### src/rtl/debounce_pkg.sv
// debounce_pkg: shared definitions for the keypad debouncer.
//   rep_phase_e            - auto-repeat phase (initial delay, then steady rate)
//   clog2()                - ceiling log2, usable in constant expressions
//   DEBOUNCE_CNT_W_CHECK   - elaboration-time guard that a counter width can
//                            hold the largest compare value it will meet
`ifndef DEBOUNCE_PKG_SV
`define DEBOUNCE_PKG_SV

package debounce_pkg;

    typedef enum logic {
        REP_DELAY = 1'b0,
        REP_RATE  = 1'b1
    } rep_phase_e;

    function automatic int clog2(input int value);
        int result;
        int rem;
        result = 0;
        rem    = value - 1;
        while (rem > 0) begin
            result = result + 1;
            rem    = rem >> 1;
        end
        return result;
    endfunction

endpackage

// Fails elaboration when cnt_w bits cannot represent max_val.
`define DEBOUNCE_CNT_W_CHECK(cnt_w, max_val) \
    if (debounce_pkg::clog2((max_val) + 1) > (cnt_w)) begin : g_cnt_w_check \
        $fatal(1, "debounce: CNT_W too narrow for the largest counter compare value"); \
    end

`endif

### src/rtl/debounce_chan.sv
// debounce_chan: one push-button channel.
//   clk, rst_n  - system clock, synchronous active-low reset
//   tick        - shared timebase strobe, one clk cycle per prescaler period
//   pin         - raw asynchronous button pin
//   level       - debounced level, 1 = pressed
//   down / up   - one-cycle strobes coincident with level rising / falling
//   rpt         - one-cycle auto-repeat strobe while held (0 if REPEAT_EN = 0)
//   evt_next    - OR of the strobes about to be registered, for the top-level
//                 any_event register
module debounce_chan
    import debounce_pkg::*;
#(
    parameter int SYNC_STAGES  = 2,
    parameter int ACTIVE_LOW   = 1,
    parameter int STABLE_TICKS = 64,
    parameter int REPEAT_EN    = 1,
    parameter int REPEAT_DELAY = 500,
    parameter int REPEAT_RATE  = 100,
    parameter int CNT_W        = 16
) (
    input  logic clk,
    input  logic rst_n,
    input  logic tick,
    input  logic pin,
    output logic level,
    output logic down,
    output logic up,
    output logic rpt,
    output logic evt_next
);

    localparam logic             INACTIVE_PIN = (ACTIVE_LOW != 0);
    localparam logic [CNT_W-1:0] STABLE_LAST  = CNT_W'(STABLE_TICKS - 1);

    logic [SYNC_STAGES-1:0] sync_q;
    logic                   sample;
    logic [CNT_W-1:0]       stab_cnt;
    logic [CNT_W-1:0]       stab_cnt_next;
    logic                   toggle;
    logic                   level_next;
    logic                   down_next;
    logic                   up_next;
    logic                   rpt_next;

    // Synchroniser loads the idle pin level on reset so that releasing reset
    // with the button up produces no event.
    always_ff @(posedge clk) begin
        if (!rst_n) begin
            sync_q <= {SYNC_STAGES{INACTIVE_PIN}};
        end else begin
            sync_q <= {sync_q[SYNC_STAGES-2:0], pin};
        end
    end

    assign sample = sync_q[SYNC_STAGES-1] ^ INACTIVE_PIN;

    // Any sample agreeing with the current level restarts qualification.
    always_comb begin
        toggle        = 1'b0;
        stab_cnt_next = stab_cnt;
        if (sample == level) begin
            stab_cnt_next = '0;
        end else if (tick) begin
            if (stab_cnt == STABLE_LAST) begin
                toggle        = 1'b1;
                stab_cnt_next = '0;
            end else begin
                stab_cnt_next = stab_cnt + 1'b1;
            end
        end
        level_next = level ^ toggle;
        down_next  = toggle & ~level;
        up_next    = toggle & level;
    end

    always_ff @(posedge clk) begin
        if (!rst_n) begin
            stab_cnt <= '0;
            level    <= 1'b0;
            down     <= 1'b0;
            up       <= 1'b0;
        end else begin
            stab_cnt <= stab_cnt_next;
            level    <= level_next;
            down     <= down_next;
            up       <= up_next;
        end
    end

    generate
        if (REPEAT_EN != 0) begin : g_repeat
            localparam logic [CNT_W-1:0] DELAY_LAST = CNT_W'(REPEAT_DELAY - 1);
            localparam logic [CNT_W-1:0] RATE_LAST  = CNT_W'(REPEAT_RATE - 1);

            rep_phase_e       phase;
            rep_phase_e       phase_next;
            logic [CNT_W-1:0] rep_cnt;
            logic [CNT_W-1:0] rep_cnt_next;

            // A release on this edge (up_next) clears the repeat state and
            // suppresses any repeat strobe landing on the same tick.
            always_comb begin
                phase_next   = phase;
                rep_cnt_next = rep_cnt;
                rpt_next     = 1'b0;
                if (!level || up_next) begin
                    phase_next   = REP_DELAY;
                    rep_cnt_next = '0;
                end else if (tick) begin
                    if (phase == REP_DELAY) begin
                        if (rep_cnt == DELAY_LAST) begin
                            rpt_next     = 1'b1;
                            rep_cnt_next = '0;
                            phase_next   = REP_RATE;
                        end else begin
                            rep_cnt_next = rep_cnt + 1'b1;
                        end
                    end else begin
                        if (rep_cnt == RATE_LAST) begin
                            rpt_next     = 1'b1;
                            rep_cnt_next = '0;
                        end else begin
                            rep_cnt_next = rep_cnt + 1'b1;
                        end
                    end
                end
            end

            always_ff @(posedge clk) begin
                if (!rst_n) begin
                    phase   <= REP_DELAY;
                    rep_cnt <= '0;
                    rpt     <= 1'b0;
                end else begin
                    phase   <= phase_next;
                    rep_cnt <= rep_cnt_next;
                    rpt     <= rpt_next;
                end
            end
        end else begin : g_no_repeat
            assign rpt_next = 1'b0;
            assign rpt      = 1'b0;
        end
    endgenerate

    assign evt_next = down_next | up_next | rpt_next;

endmodule

### src/rtl/debounce_multi.sv
// debounce_multi: N-channel push-button debouncer with press/release and
// hold-to-repeat strobes, all channels sharing one timebase prescaler.
//   clk, rst_n  - system clock, synchronous active-low reset
//   pb_in       - raw asynchronous button pins
//   pb_state    - debounced levels, 1 = pressed
//   pb_down     - one-cycle strobe per channel on accepted press
//   pb_up       - one-cycle strobe per channel on accepted release
//   pb_repeat   - one-cycle strobe per channel per auto-repeat
//   any_event   - OR of all strobes, registered alongside them
module debounce_multi
    import debounce_pkg::*;
#(
    parameter int N            = 4,
    parameter int SYNC_STAGES  = 2,
    parameter int ACTIVE_LOW   = 1,
    parameter int PRESCALE     = 256,
    parameter int STABLE_TICKS = 64,
    parameter int REPEAT_EN    = 1,
    parameter int REPEAT_DELAY = 500,
    parameter int REPEAT_RATE  = 100,
    parameter int CNT_W        = 16
) (
    input  logic         clk,
    input  logic         rst_n,
    input  logic [N-1:0] pb_in,
    output logic [N-1:0] pb_state,
    output logic [N-1:0] pb_down,
    output logic [N-1:0] pb_up,
    output logic [N-1:0] pb_repeat,
    output logic         any_event
);

    localparam int MAX_DR  = (REPEAT_DELAY > REPEAT_RATE) ? REPEAT_DELAY : REPEAT_RATE;
    localparam int MAX_CNT = (STABLE_TICKS > MAX_DR) ? STABLE_TICKS : MAX_DR;
    // At least one bit even when PRESCALE = 1 (tick then stays high).
    localparam int PRE_W   = (clog2(PRESCALE) < 1) ? 1 : clog2(PRESCALE);
    localparam logic [PRE_W-1:0] PRE_LAST = PRE_W'(PRESCALE - 1);

    `DEBOUNCE_CNT_W_CHECK(CNT_W, MAX_CNT)

    if (SYNC_STAGES < 2 || PRESCALE < 1 || STABLE_TICKS < 1 ||
        REPEAT_DELAY < 1 || REPEAT_RATE < 1) begin : g_param_check
        $fatal(1, "debounce_multi: parameter below its minimum");
    end

    logic [PRE_W-1:0] pre_cnt;
    logic             tick;
    logic [N-1:0]     evt_next;

    assign tick = (pre_cnt == PRE_LAST);

    always_ff @(posedge clk) begin
        if (!rst_n) begin
            pre_cnt <= '0;
        end else if (tick) begin
            pre_cnt <= '0;
        end else begin
            pre_cnt <= pre_cnt + 1'b1;
        end
    end

    generate
        for (genvar i = 0; i < N; i++) begin : g_chan
            debounce_chan #(
                .SYNC_STAGES (SYNC_STAGES),
                .ACTIVE_LOW  (ACTIVE_LOW),
                .STABLE_TICKS(STABLE_TICKS),
                .REPEAT_EN   (REPEAT_EN),
                .REPEAT_DELAY(REPEAT_DELAY),
                .REPEAT_RATE (REPEAT_RATE),
                .CNT_W       (CNT_W)
            ) u_chan (
                .clk     (clk),
                .rst_n   (rst_n),
                .tick    (tick),
                .pin     (pb_in[i]),
                .level   (pb_state[i]),
                .down    (pb_down[i]),
                .up      (pb_up[i]),
                .rpt     (pb_repeat[i]),
                .evt_next(evt_next[i])
            );
        end
    endgenerate

    always_ff @(posedge clk) begin
        if (!rst_n) begin
            any_event <= 1'b0;
        end else begin
            any_event <= |evt_next;
        end
    end

endmodule
### config.mk
export PLATFORM = sky130hd
export DESIGN_NAME = debounce_multi
export DESIGN_NICKNAME = d
export VERILOG_FILES = /design/src/rtl/debounce_pkg.sv /design/src/rtl/debounce_chan.sv /design/src/rtl/debounce_multi.sv
export SDC_FILE = /design/constraint.sdc
export NUM_CORES = 1
export LEC_CHECK = 0
export ABC_AREA = 1
export BUFFER_PORTS_ARGS = -buffer_cell sky130_fd_sc_hd__buf_2
export CAP_MARGIN = 30
export CORE_UTILIZATION = 30
export DETAILED_ROUTE_END_ITERATION = 8
export PLACE_DENSITY = 0.48
export SLEW_MARGIN = 30
export SYNTH_ARGS = -nofsm -noshare
export SYNTH_HDL_FRONTEND = slang
export SYNTH_SLANG_ARGS = --single-unit
### constraint.sdc
create_clock -name clk -period 2.3 [get_ports clk]
set_input_delay 0.23 -clock clk [delete_from_list [all_inputs] [get_ports clk]]
set_output_delay 0.23 -clock clk [all_outputs]
set_load 0.01 [all_outputs]
# Yosys cells after proc, flatten, opt, wreduce, memory -nomap -nowiden
# Index checks and enable logic that the tools add are counted.
# totals
ff_bits	165
out_inout_bits	17
# op_classes
n_addsub	9
eq_ne	17
muxes	52
bitwise_logic	29
n_reduce_logical	18
# op_table
op	count
2-to-1 mux 16 bit	16
adder 16 x 1 -> 16 bit, second input constant	8
== test 16 x 6 -> 1 bit, second input constant	4
== test 16 x 7 -> 1 bit, second input constant	4
== test 16 x 9 -> 1 bit, second input constant	4
2-to-1 mux 1 bit	36
OR reduction 2 bit	9
NOT 1 bit	9
adder 8 x 1 -> 8 bit, second input constant	1
AND 1 bit	8
== test 8 bit, second input constant	1
OR 1 bit	8
== test 1 bit	4
zero test 1 bit	4
logical OR 1 bit	4
OR reduction 4 bit	1
bitwise XOR 1 bit	4

# Longest topological paths before layout
# Gate-level depths: netlist of run 1.
# logic_depth
depth_word	9
mapped_depth	16

# Cells and area by module
# A second synthesis of run 1 with hierarchy kept.
# hier_totals
cells_unflattened	1245
area_unflattened_um2	8977.4
# modules_own_cells
module	n_inst	cells_per_inst	area_per_inst_um2
debounce_chan (g_chan[0].u_chan ...)	3	298	2143.3
debounce_chan (g_chan[1].u_chan)	1	298	2153.3
debounce_multi	1	53	394.1

# Least setup slack after synthesis of run 1
# No wires, ideal clock.
# synth_timing
path_type	register to register
startpoint	register pre_cnt[0]
endpoint	register g_chan[3].u_chan.g_repeat.rep_cnt[13]
t_arrival_ns	2.071
required_ns	2.172
slack_ns	0.102
path_stages_with_launch	15
n_path_buf	1
cell_sequence	dfxtp_1 ha_1 nand2_2 nor2_4 nand2_4 inv_2 buf_6 nand3_1 nor2_1 inv_1 ha_1 nand2_1 inv_1 nand2_1 nor3b_1
# synth_via
elab_chain_cells	6
# synth_rtl
item	line	rtl
from (decl)	debounce_multi.sv:46	logic [PRE_W-1:0] pre_cnt;
from (signal assigned)	debounce_multi.sv:58	pre_cnt <= pre_cnt + 1'b1;
== test 8 bit *	debounce_multi.sv:50	assign tick = (pre_cnt == PRE_LAST);
2-to-1 mux 1 bit	debounce_chan.sv:63	end else if (tick) begin
2-to-1 mux 1 bit	debounce_chan.sv:61	if (sample == level) begin
AND 1 bit	debounce_chan.sv:73	up_next = toggle & level;
logical OR 1 bit	debounce_chan.sv:106	if (!level || up_next) begin
OR reduction 2 bit (no source line)	n/a	
to (signal assigned)	debounce_chan.sv:136	rep_cnt <= rep_cnt_next;
to (decl)	debounce_chan.sv:97	logic [CNT_W-1:0] rep_cnt;
# Mark *: on every way between the ends. The rest lies on a longest branch, timed or not.
# A chain may end at the register's enable or synchronous reset.

# Final worst setup path of run 1
# layout_timing
startpoint	register pre_cnt[0]
endpoint	register any_event
# layout_via
elab_cells_between_ends	38
cone_classes	eq/ne: 1; mux: 16; bitwise: 16; reduce/logical: 5
# layout_rtl
item	line	rtl
== test 8 bit	debounce_multi.sv:50	
2-to-1 mux 1 bit	debounce_chan.sv:63	
2-to-1 mux 1 bit	debounce_chan.sv:61	
AND 1 bit	debounce_chan.sv:72	down_next = toggle & ~level;
named net g_chan[2].u_chan.down_next	debounce_chan.sv:41	logic down_next;
OR 1 bit (2 in series)	debounce_chan.sv:146	assign evt_next = down_next | up_next | rpt_next;
OR reduction 4 bit	debounce_multi.sv:90	any_event <= |evt_next;
to (signal assigned)	debounce_multi.sv:90	
to (decl)	debounce_multi.sv:30	output logic any_event
# The timed path passes the listed nets, and every way through them passes these cells.

==> metrics, run 1 <==
Finished Layout Cells=around 1500; FP Rows=60; final instance area=9480 um2; Worst Setup EP=any_event; Seq/Total Area, Yosys=0.401; Die Y=168 um; Clock Tree Root=clkbuf_16; CP max FO=4; wire length per cell=~11 um; worst r2r src=pre_cnt[0]; VDD IR max=0.365 mV; largest net degree at the start of global routing=68; async set-reset flop share out of synthesis=0; fin crit share=0.912; Synth area leaders=dfxtp_1, nand2_1, nor2_1; vias in the first global route=6261; post-synthesis sequential element count=165; Crit. Startpoint=pre_cnt[0]; Synth area leader=dfxtp_1; DP Area=between 8000 and 9000 um2; Ant. Diodes=0; max-slew violations=0; initial antenna violation count=0; Syn Inst Count=1152; startpoint types=flip-flop; Critical Path Max Stage Delay=340 ps; GR Layer Usage met2=0.200; maximum clock rate=between 0.4 and 0.5 GHz; Avg Inst Size Synth=roughly 7 um2; Port Buffers=22; Critical Path RT=2620 ps; total negative slack=0 ps; dominant synthesized flop cell=dfxtp_1; First-pass DRT Iterations=4; synthesized net count=~1200; slew margin rel.=0.603; die area=28100 um2; Crit. path cell count=16; drc violations=0; GRT overflow=0; Crit. End Element=flip-flop; post-route ant nets=0; minimum clock period=approximately 2100 ps; DR vias/cell=between 4 and 5; nets=approximately 1200; global-route wire length before repair=roughly 30000 um; Setup Skew=about 8 ps; cts bufs inserted=17; CP Cell Sequence=ha_4 -> nand2_4 -> nor2_4 -> nand2_4 -> inv_2 -> buf_4 -> nand3_2 -> nor2_2 -> buf_4 -> ha_1 -> nor2_1 -> nand2_1 -> nor4_2 -> nand2_1 -> o21ai_1 -> nand2_1; DP Wirelength=12700 um; reg2reg setup slack=approximately 200 ps; unrepaired setup endpoints after global routing=false; most frequent cell after synthesis=nand2_1; HP Class=primary input to flip-flop; HP Start=rst_n; Critical R2R Capture=any_event; Max H-tree Level=4; crit path buf inv count=3; share of layout cells above drive strength 1=0.114; met1 track demand over resource=0.183; Longest Clk Path Bufs=2; final hold violations=0; Yosys warning total=0; endpoints failing setup=0; distinct cell type count after synthesis=39; clock-pin slew on the worst setup and hold paths=roughly 70 ps; Initial Utilization=0.306; Post-synth EDFFs=0; Crit path top cell by count=nand2_1; Mapped Area=8240 um2; Max-Cap Viols=0; Boundary Pins=23; CTS Sinks=roughly 170; final RePlAce weighted congestion=a little under 0.8; Lkg Pwr=roughly 3.6 nW; R2R depth=16; Core ar.=about 27000 um2; Die X=between 150 and 200 um; Crit Path Class=flip-flop to flip-flop; met3 usage=0.0229; Yosys top cell area share=0.401; Post-Route WL=between 15000 and 20000 um; Worst-Margin Slew=about 590 ps; Power Density=~620 nW/um2; Layout area overhead=15.0%; via count=6827; placed insts=1509; delay-heaviest family, CP=simple AND/OR/NAND/NOR gates; Slowest-stage cell, CP=dfxtp_2; outcome=complete, no violations; Most Used Layer, Global Route=met2; worst-skew pair later-pin latency=430 ps; most frequent cells after synthesis=nand2_1, nor2_1, dfxtp_1, inv_1, nor3_1; GRT Util Overall=0.131; Iter 0 DRT Violations=~350; CTS tree=yes; arrival time at the worst endpoint=roughly 2400 ps
-- flip-flops by register name, indices dropped and copies added, names as in the netlist --
name,cells
g_chan.u_chan.up,4
g_chan.u_chan.down,4
g_chan.u_chan.stab_cnt,64
any_event,1
pre_cnt,8
g_chan.u_chan.level,4
g_chan.u_chan.g_repeat.phase,4
g_chan.u_chan.sync_q,8
g_chan.u_chan.rpt,4
g_chan.u_chan.g_repeat.rep_cnt,64
-- through the flow --
stage | hold slack [ps] | utilization | total power, W | worst slack, ps
2_1_floorplan | 337 | - | 0.00296 | 102
3_3_place_gp | 400 | 0.326 | 0.00299 | 102
3_5_place_dp | 404 | 0.326 | 0.00299 | 47.0
4_1_cts | 242 | 0.350 | 0.00596 | 31.3
5_1_grt | 262 | 0.352 | 0.00609 | 5.06
6_report | 246 | 0.352 | 0.00586 | 202
-- worst min path at each step --
stage	endpoint	slack, ps	cells after the start
global route	g_chan[0].u_chan.down	260	4
global placement	g_chan[3].u_chan.sync_q[1]	400	1
detailed placement	g_chan[2].u_chan.sync_q[1]	400	1
CTS	g_chan[0].u_chan.down	240	4
finish	g_chan[0].u_chan.down	250	4
floorplan	g_chan[0].u_chan.sync_q[0]	340	1
-- cells in the final DEF, fill, tap and decap left out, types with 6 or more instances in the layout --
master and count:
nand2_1 219, nor2_1 198, dfxtp_1 164, inv_1 150, nor3_1 69, nand3_1 57
xor2_1 47, a21oi_1 41, buf_4 26, o21ai_0 22, buf_2 22, nand4_1 21
ha_1 20, clkbuf_16 17, or2_2 16, nor3b_1 15, nor2_2 10, nor4_1 8
nor2_4 7, nor3_2 6, xnor2_1 6
-- final cells by class --
type	count	area (um2)
fillers	2873	17500
repair buffers	55	405
flip-flops and latches	165	3300
clock buffers	19	443
inverters	152	571
well taps	341	427
clock inverters	13	158
multi-input cells	802	4170
-- tightest hold or removal path, stage by stage --
cell and delay (ps):
buf_2 110, buf_4 190, nand2_1 70, inv_1 40
-- repair_timing --
action | in CTS | in global routing
buffers inserted | 0 | 2
setup endpoints to repair | 0 | 23
gates resized for setup | 0 | 9
hold buffers | 4 | 0
hold endpoints to repair | 4 | 0
-- power by group --
group	switching (W)	total [W]	internal [W]
clock network	0.00119	0.00292	0.00173
registers	0.00000722	0.00288	0.00287
logic	0.0000333	0.0000581	0.0000248
-- metal layers --
metal  part of all wire  wire length (um)  up-vias
met1               0.54              9460     3036
met2               0.43              7550       53
li1                   -                 -     3720
met5                  0                 0        -
met3              0.019               342       18
met4              0.014               246        0
-- kinds of logic after synthesis --
family,synth area share
adder cells (fa/ha/maj),0.0319
XOR/XNOR,0.0563
buffers and inverters,0.0973
AO/OA/AOI/OAI,0.0530
flip-flops,0.401
AND/OR/NAND/NOR,0.361
(Power assumes the default switching activity.)
==> inputs of run 2 (changes only) <==
ABC_AREA = not set   (was 1)
==> run 2 against run 1 <==
Worst setup slack got worse by 130 ps. Sequential share of layout area shrank 0.33 points. Clock power down 5%. Clock skew is 1.2 ps higher. Worst hold slack got worse by 220 ps. Wire length is 8.5% higher. Die area is 3.7% lower. Global-route usage rose by 1.6 points. Critical path depth shrank 6. Via count about the same. Critical path type unchanged. Largest cell class unchanged.
==> metrics, run 2 <==
Ant. Diodes=0; dominant synthesized flop cell=dfxtp_1; Seq pwr share=0.502; maximum clock rate=0.448 GHz; Setup Skew=about 9.2 ps; largest net degree at the start of global routing=27; post-synthesis sequential element count=approximately 170; Worst-Margin Slew=between 500 and 600 ps; Crit Path Class=flip-flop to flip-flop; Iter 0 DRT Violations=about 350; Core ar.=roughly 26000 um2; wire length per cell=roughly 14 um; Yosys warning total=0; nets=1028; reg2reg setup slack=slightly below 70 ps; Max H-tree Level=4; minimum clock period=roughly 2200 ps; Seq/Total Area, Yosys=0.416; Max-Cap Viols=0; VDD IR max=0.490 mV; CTS Sinks=roughly 170; Most Used Layer, Global Route=met2; placed insts=between 1000 and 1500; switching pwr=0.00121 W; HP Start=pb_in[0]; drc violations=0; met3 usage=0.0326; DR vias/cell=slightly above 5; Boundary Pins=23; arrival time at the worst endpoint=between 2000 and 3000 ps; async set-reset flop share out of synthesis=0; post-route ant nets=0; Finished Layout Cells=1347; Mapped Area=roughly 7900 um2; global-route wire length before repair=roughly 31000 um; First-pass DRT Iterations=4; Die X=165 um; Yosys top cell area share=0.416; Post-synth EDFFs=0; met1 track demand over resource=0.203; clock network fraction of total power=0.486; worst-skew pair later-pin latency=roughly 430 ps; Avg Inst Size Synth=8.54 um2; Critical Path RT=between 2000 and 3000 ps; HP Class=primary input to flip-flop; Die Y=approximately 160 um; Syn Inst Count=slightly above 900; distinct cell type count after synthesis=49; FP Rows=59; slew margin rel.=0.621; Crit. End Element=flip-flop; combinational fraction of design power=0.012; Post-Route WL=19100 um; most frequent cell after synthesis=dfxtp_1; most frequent cells after synthesis=dfxtp_1, a21oi_1, nor2_1, nand2_1, nand3_1; endpoints failing setup=0; CTS tree=yes; final hold violations=0; worst r2r src=g_chan[0].u_chan.stab_cnt[0]; Layout area overhead=20.8%; Regs by FF count=g_chan.u_chan.g_repeat.rep_cnt: 64 flops, g_chan.u_chan.stab_cnt: 64 flops; synthesized net count=956; outcome=complete, no violations; Initial Utilization=0.305; initial antenna violation count=0; final RePlAce weighted congestion=0.764; most common cell after layout, fill and taps aside=dfxtp_1; switch share=0.211; fin crit share=0.970; max-slew violations=0; Lkg Pwr=approximately 3.0 nW; Power Density=597 nW/um2; final design utilization=0.369; CP max FO=2; die area=~27000 um2; GR Layer Usage met2=0.229; GRT overflow=0; cts bufs inserted=17; Synth area leader=dfxtp_1; Clock Tree Root=clkbuf_16; via count=6825; clock-pin slew on the worst setup and hold paths=around 60 ps; share of layout cells above drive strength 1=0.172; Synth area leaders=dfxtp_1, a21oi_1, xnor2_1; DP Wirelength=about 13000 um; most frequent cells in the layout=dfxtp_1, buf_4, a21oi_1, nor2_1, nand2_1; unrepaired setup endpoints after global routing=false; Crit. Startpoint=g_chan[0].u_chan.stab_cnt[0]; Int Pwr=roughly 0.0045 W; GRT Util Overall=0.147; Port Buffers=22; vias in the first global route=between 6000 and 7000; startpoint types=flip-flop; Longest Clk Path Bufs=2
## run 2: cells by family (layout without fill, tap and decap cells)
logic type | count (synthesis) | count (layout) | synth area share
flip-flops | 165 | 165 | 0.416
AO/OA/AOI/OAI | 176 | 176 | 0.137
adder cells (fa/ha/maj) | 21 | 21 | 0.0331
buffers and inverters | 93 | 176 | 0.0547
AND/OR/NAND/NOR | 417 | 417 | 0.296
XOR/XNOR | 57 | 57 | 0.0629
## run 2: power groups by stage
stage / Combinational [W] / Clock [W] / Sequential, W
floorplan: 0.0000345 / 0 / 0.00294
finish: 0.0000686 / 0.00278 / 0.00287
CTS: 0.0000700 / 0.00288 / 0.00287
global placement: 0.0000675 / 0 / 0.00294
detailed placement: 0.0000673 / 0 / 0.00294
global route: 0.0000766 / 0.00299 / 0.00287
## run 2: path summary, 6_finish.rpt
check | to | cells after the start
worst min register to register | g_chan[1].u_chan.sync_q[1] | 1
worst min-delay path | g_chan[0].u_chan.sync_q[0] | 2
worst max-delay path | any_event | 10
worst max register to register | any_event | 10
## run 2: timing repair
item | in CTS | in global routing
setup endpoints to repair | 1 | 8
buffers inserted | 1 | 2
resized for setup | 7 | 8
pin swaps | 3 | 3
endpoints found under the hold margin | 2 | 0
hold buffers | 2 | 0
## run 2: cell type report
type | count | area (um2)
Fill cell | 2662 | 16400
Tap cell | 335 | 419
Inverter | 32 | 120
Clock buffer | 22 | 454
Clock inverter | 8 | 104
Timing Repair Buffer | 114 | 868
Multi-Input combinational cell | 671 | 4310
Sequential cell | 165 | 3310
## run 2: per-layer routing
metal  wire length [um]  vias up  part of all wire
li1                   -     3521                 -
met1               9930     3218              0.52
met2               8480       72              0.44
met3                489       14             0.026
met4                202        0             0.011
met5                  0        -                 0
## run 2: critical path, cell delays in order (launching register included)
cell	delay, ps
dfxtp_2	320
ha_2	180
and2_4	140
nand2_2	60
nor3b_2	50
and3_4	180
ha_2	170
or4_4	540
nor2_4	100
o41ai_2	70
o41a_1	300
## run 2: metrics by stage
stage	setup TNS, ps	worst slack, ps	power [W]	area [um2]	hold slack (ps)
after floorplan	-9.51	-9.51	0.00297	8030	331
after global placement	0	24.6	0.00301	8920	390
after detailed placement	-2.58	-2.58	0.00301	8920	396
after CTS	0	13.6	0.00582	9530	5.12
after global routing	0	5.18	0.00594	9580	23.8
final	0	68.9	0.00572	9580	28.5
==> inputs of run 3 (changes only) <==
CORE_ASPECT_RATIO = 1.4   (was not set)
==> run 3 against run 2 <==
Clock skew is 3.0 ps lower. Flip-flop and latch count unchanged. Sequential power hardly changed. Critical endpoint unchanged. Highest routed layer unchanged.
==> metrics, run 3 (synthesis gave the netlist of run 2 again) <==
Core ar.=around 26000 um2; max-slew violations=0; Die Y=between 150 and 200 um; CP max FO=2; Slowest-stage cell, CP=or4_4; startpoint types=flip-flop; DP Wirelength=13600 um; post-route ant nets=0; clock-pin slew on the worst setup and hold paths=around 70 ps; endpoints failing setup=0; DR vias/cell=between 5 and 6; Int Pwr=between 0.004 and 0.005 W; Post-Route WL=roughly 19000 um; worst-skew pair later-pin latency=430 ps; Power Density=619 nW/um2; Critical Path RT=between 2000 and 3000 ps; total power=around 0.0060 W; switch share=0.222; cts bufs inserted=17; minimum clock period=between 2000 and 2500 ps; Crit Path Class=flip-flop to flip-flop; Crit. Startpoint=g_chan[0].u_chan.stab_cnt[1]; fin crit share=0.965; Seq pwr share=0.481; slew margin rel.=0.644; combinational fraction of design power=0.012; GRT overflow=0; Die X=between 100 and 150 um; Iter 0 DRT Violations=~300; Max-Cap Viols=0; delay-heaviest family, CP=simple AND/OR/NAND/NOR gates; Storage cell area=between 3000 and 4000 um2; Boundary Pins=23; CTS tree=yes; HP Start=rst_n; GRT Util Overall=0.147; switching pwr=between 0.001 and 0.0015 W; hold slack=about 220 ps; FP Rows=70; CP Cell Sequence=ha_4 -> and2_4 -> nand2_2 -> nor3b_2 -> and3_4 -> ha_2 -> or4_4 -> nor2_2 -> o41ai_1 -> o41a_1; final RePlAce weighted congestion=0.730; global-route wire length before repair=32400 um; CTS Sinks=165; wire length per cell=roughly 14 um; Regs by FF count=g_chan.u_chan.g_repeat.rep_cnt: 64 flops, g_chan.u_chan.stab_cnt: 64 flops; Layout area overhead=21.6%; VDD IR max=0.390 mV; largest net degree at the start of global routing=26; Ant. Diodes=0; initial antenna violation count=0; Filler Cells Inserted=between 2000 and 3000; Lkg Pwr=3.07 nW; Worst-Margin Slew=about 530 ps; Clock Tree Root=clkbuf_16; placed insts=1303; nets=about 1000; Crit. End Element=flip-flop; Max H-tree Level=4; arrival time at the worst endpoint=about 2500 ps; outcome=complete, no violations; Longest Clk Path Bufs=2; via count=between 6000 and 7000; die area=27100 um2; final hold violations=0; Finished Layout Cells=1341; worst r2r src=g_chan[0].u_chan.stab_cnt[1]; total negative slack=0 ps; clock network fraction of total power=0.507; Multi-input gate area=4320 um2; share of layout cells above drive strength 1=0.188; crit path buf inv count=0; Setup Skew=slightly above 6 ps; HP Class=primary input to flip-flop; unrepaired setup endpoints after global routing=true; vias in the first global route=6677; most common cell after layout, fill and taps aside=dfxtp_1; First-pass DRT Iterations=5; Port Buffers=22; Initial Utilization=0.305; most frequent cells in the layout=dfxtp_1, buf_4, a21oi_1, nor2_1, nand2_1; drc violations=0; Critical Path Max Stage Delay=between 500 and 600 ps; maximum clock rate=about 0.45 GHz
==> run 3: what timing repair did <==
action	in CTS	in global routing
setup endpoints to repair	1	14
pin swaps	5	3
setup buffers	1	1
hold buffers	4	0
resized for setup	9	16
endpoints found under the hold margin	4	0
==> run 3: power by group through the flow <==
| stage | logic, W | clock network [W] | registers (W) |
|---|---|---|---|
| 2_1_floorplan | 0.0000345 | 0 | 0.00294 |
| 3_3_place_gp | 0.0000660 | 0 | 0.00294 |
| 3_5_place_dp | 0.0000660 | 0 | 0.00294 |
| 4_1_cts | 0.0000714 | 0.00313 | 0.00287 |
| 5_1_grt | 0.0000778 | 0.00323 | 0.00287 |
| 6_report | 0.0000702 | 0.00303 | 0.00287 |
==> run 3: final cells by class <==
class,instances,area share
clock buffer,17,0.0441
sequential,165,0.343
multi-input combinational,671,0.448
clock inverter,15,0.0198
tap,324,0.0420
inverter,32,0.0125
timing repair buffer,117,0.0903
==> run 3: worst paths after layout <==
path              slack, ps  depth (start not counted)                    endpoint
setup reg to reg         80                         10                   any_event
hold / removal          220                          2  g_chan[2].u_chan.sync_q[0]
setup / recovery         80                         10                   any_event
hold reg to reg         410                          1  g_chan[3].u_chan.sync_q[1]
==> run 3: stage by stage <==
stage	util	setup slack, ps	cell area [um2]
CTS	0.369	-0.0582	9590
floorplan	-	-9.51	8030
global placement	0.342	14.7	8900
global route	0.371	-15.4	9650
detailed placement	0.342	-12.6	8900
finish	0.371	80.6	9650
==> run 3: per-layer routing <==
metal | part of all wire | vias to the layer above | wire length, um | global-route usage
met2 | 0.49 | 68 | 9290 | 0.259
met3 | 0.024 | 19 | 453 | 0.0276
met4 | 0.017 | 0 | 320 | 0.0539
met1 | 0.47 | 3207 | 9060 | 0.177
li1 | - | 3545 | - | -
met5 | 0 | - | 0 | 0
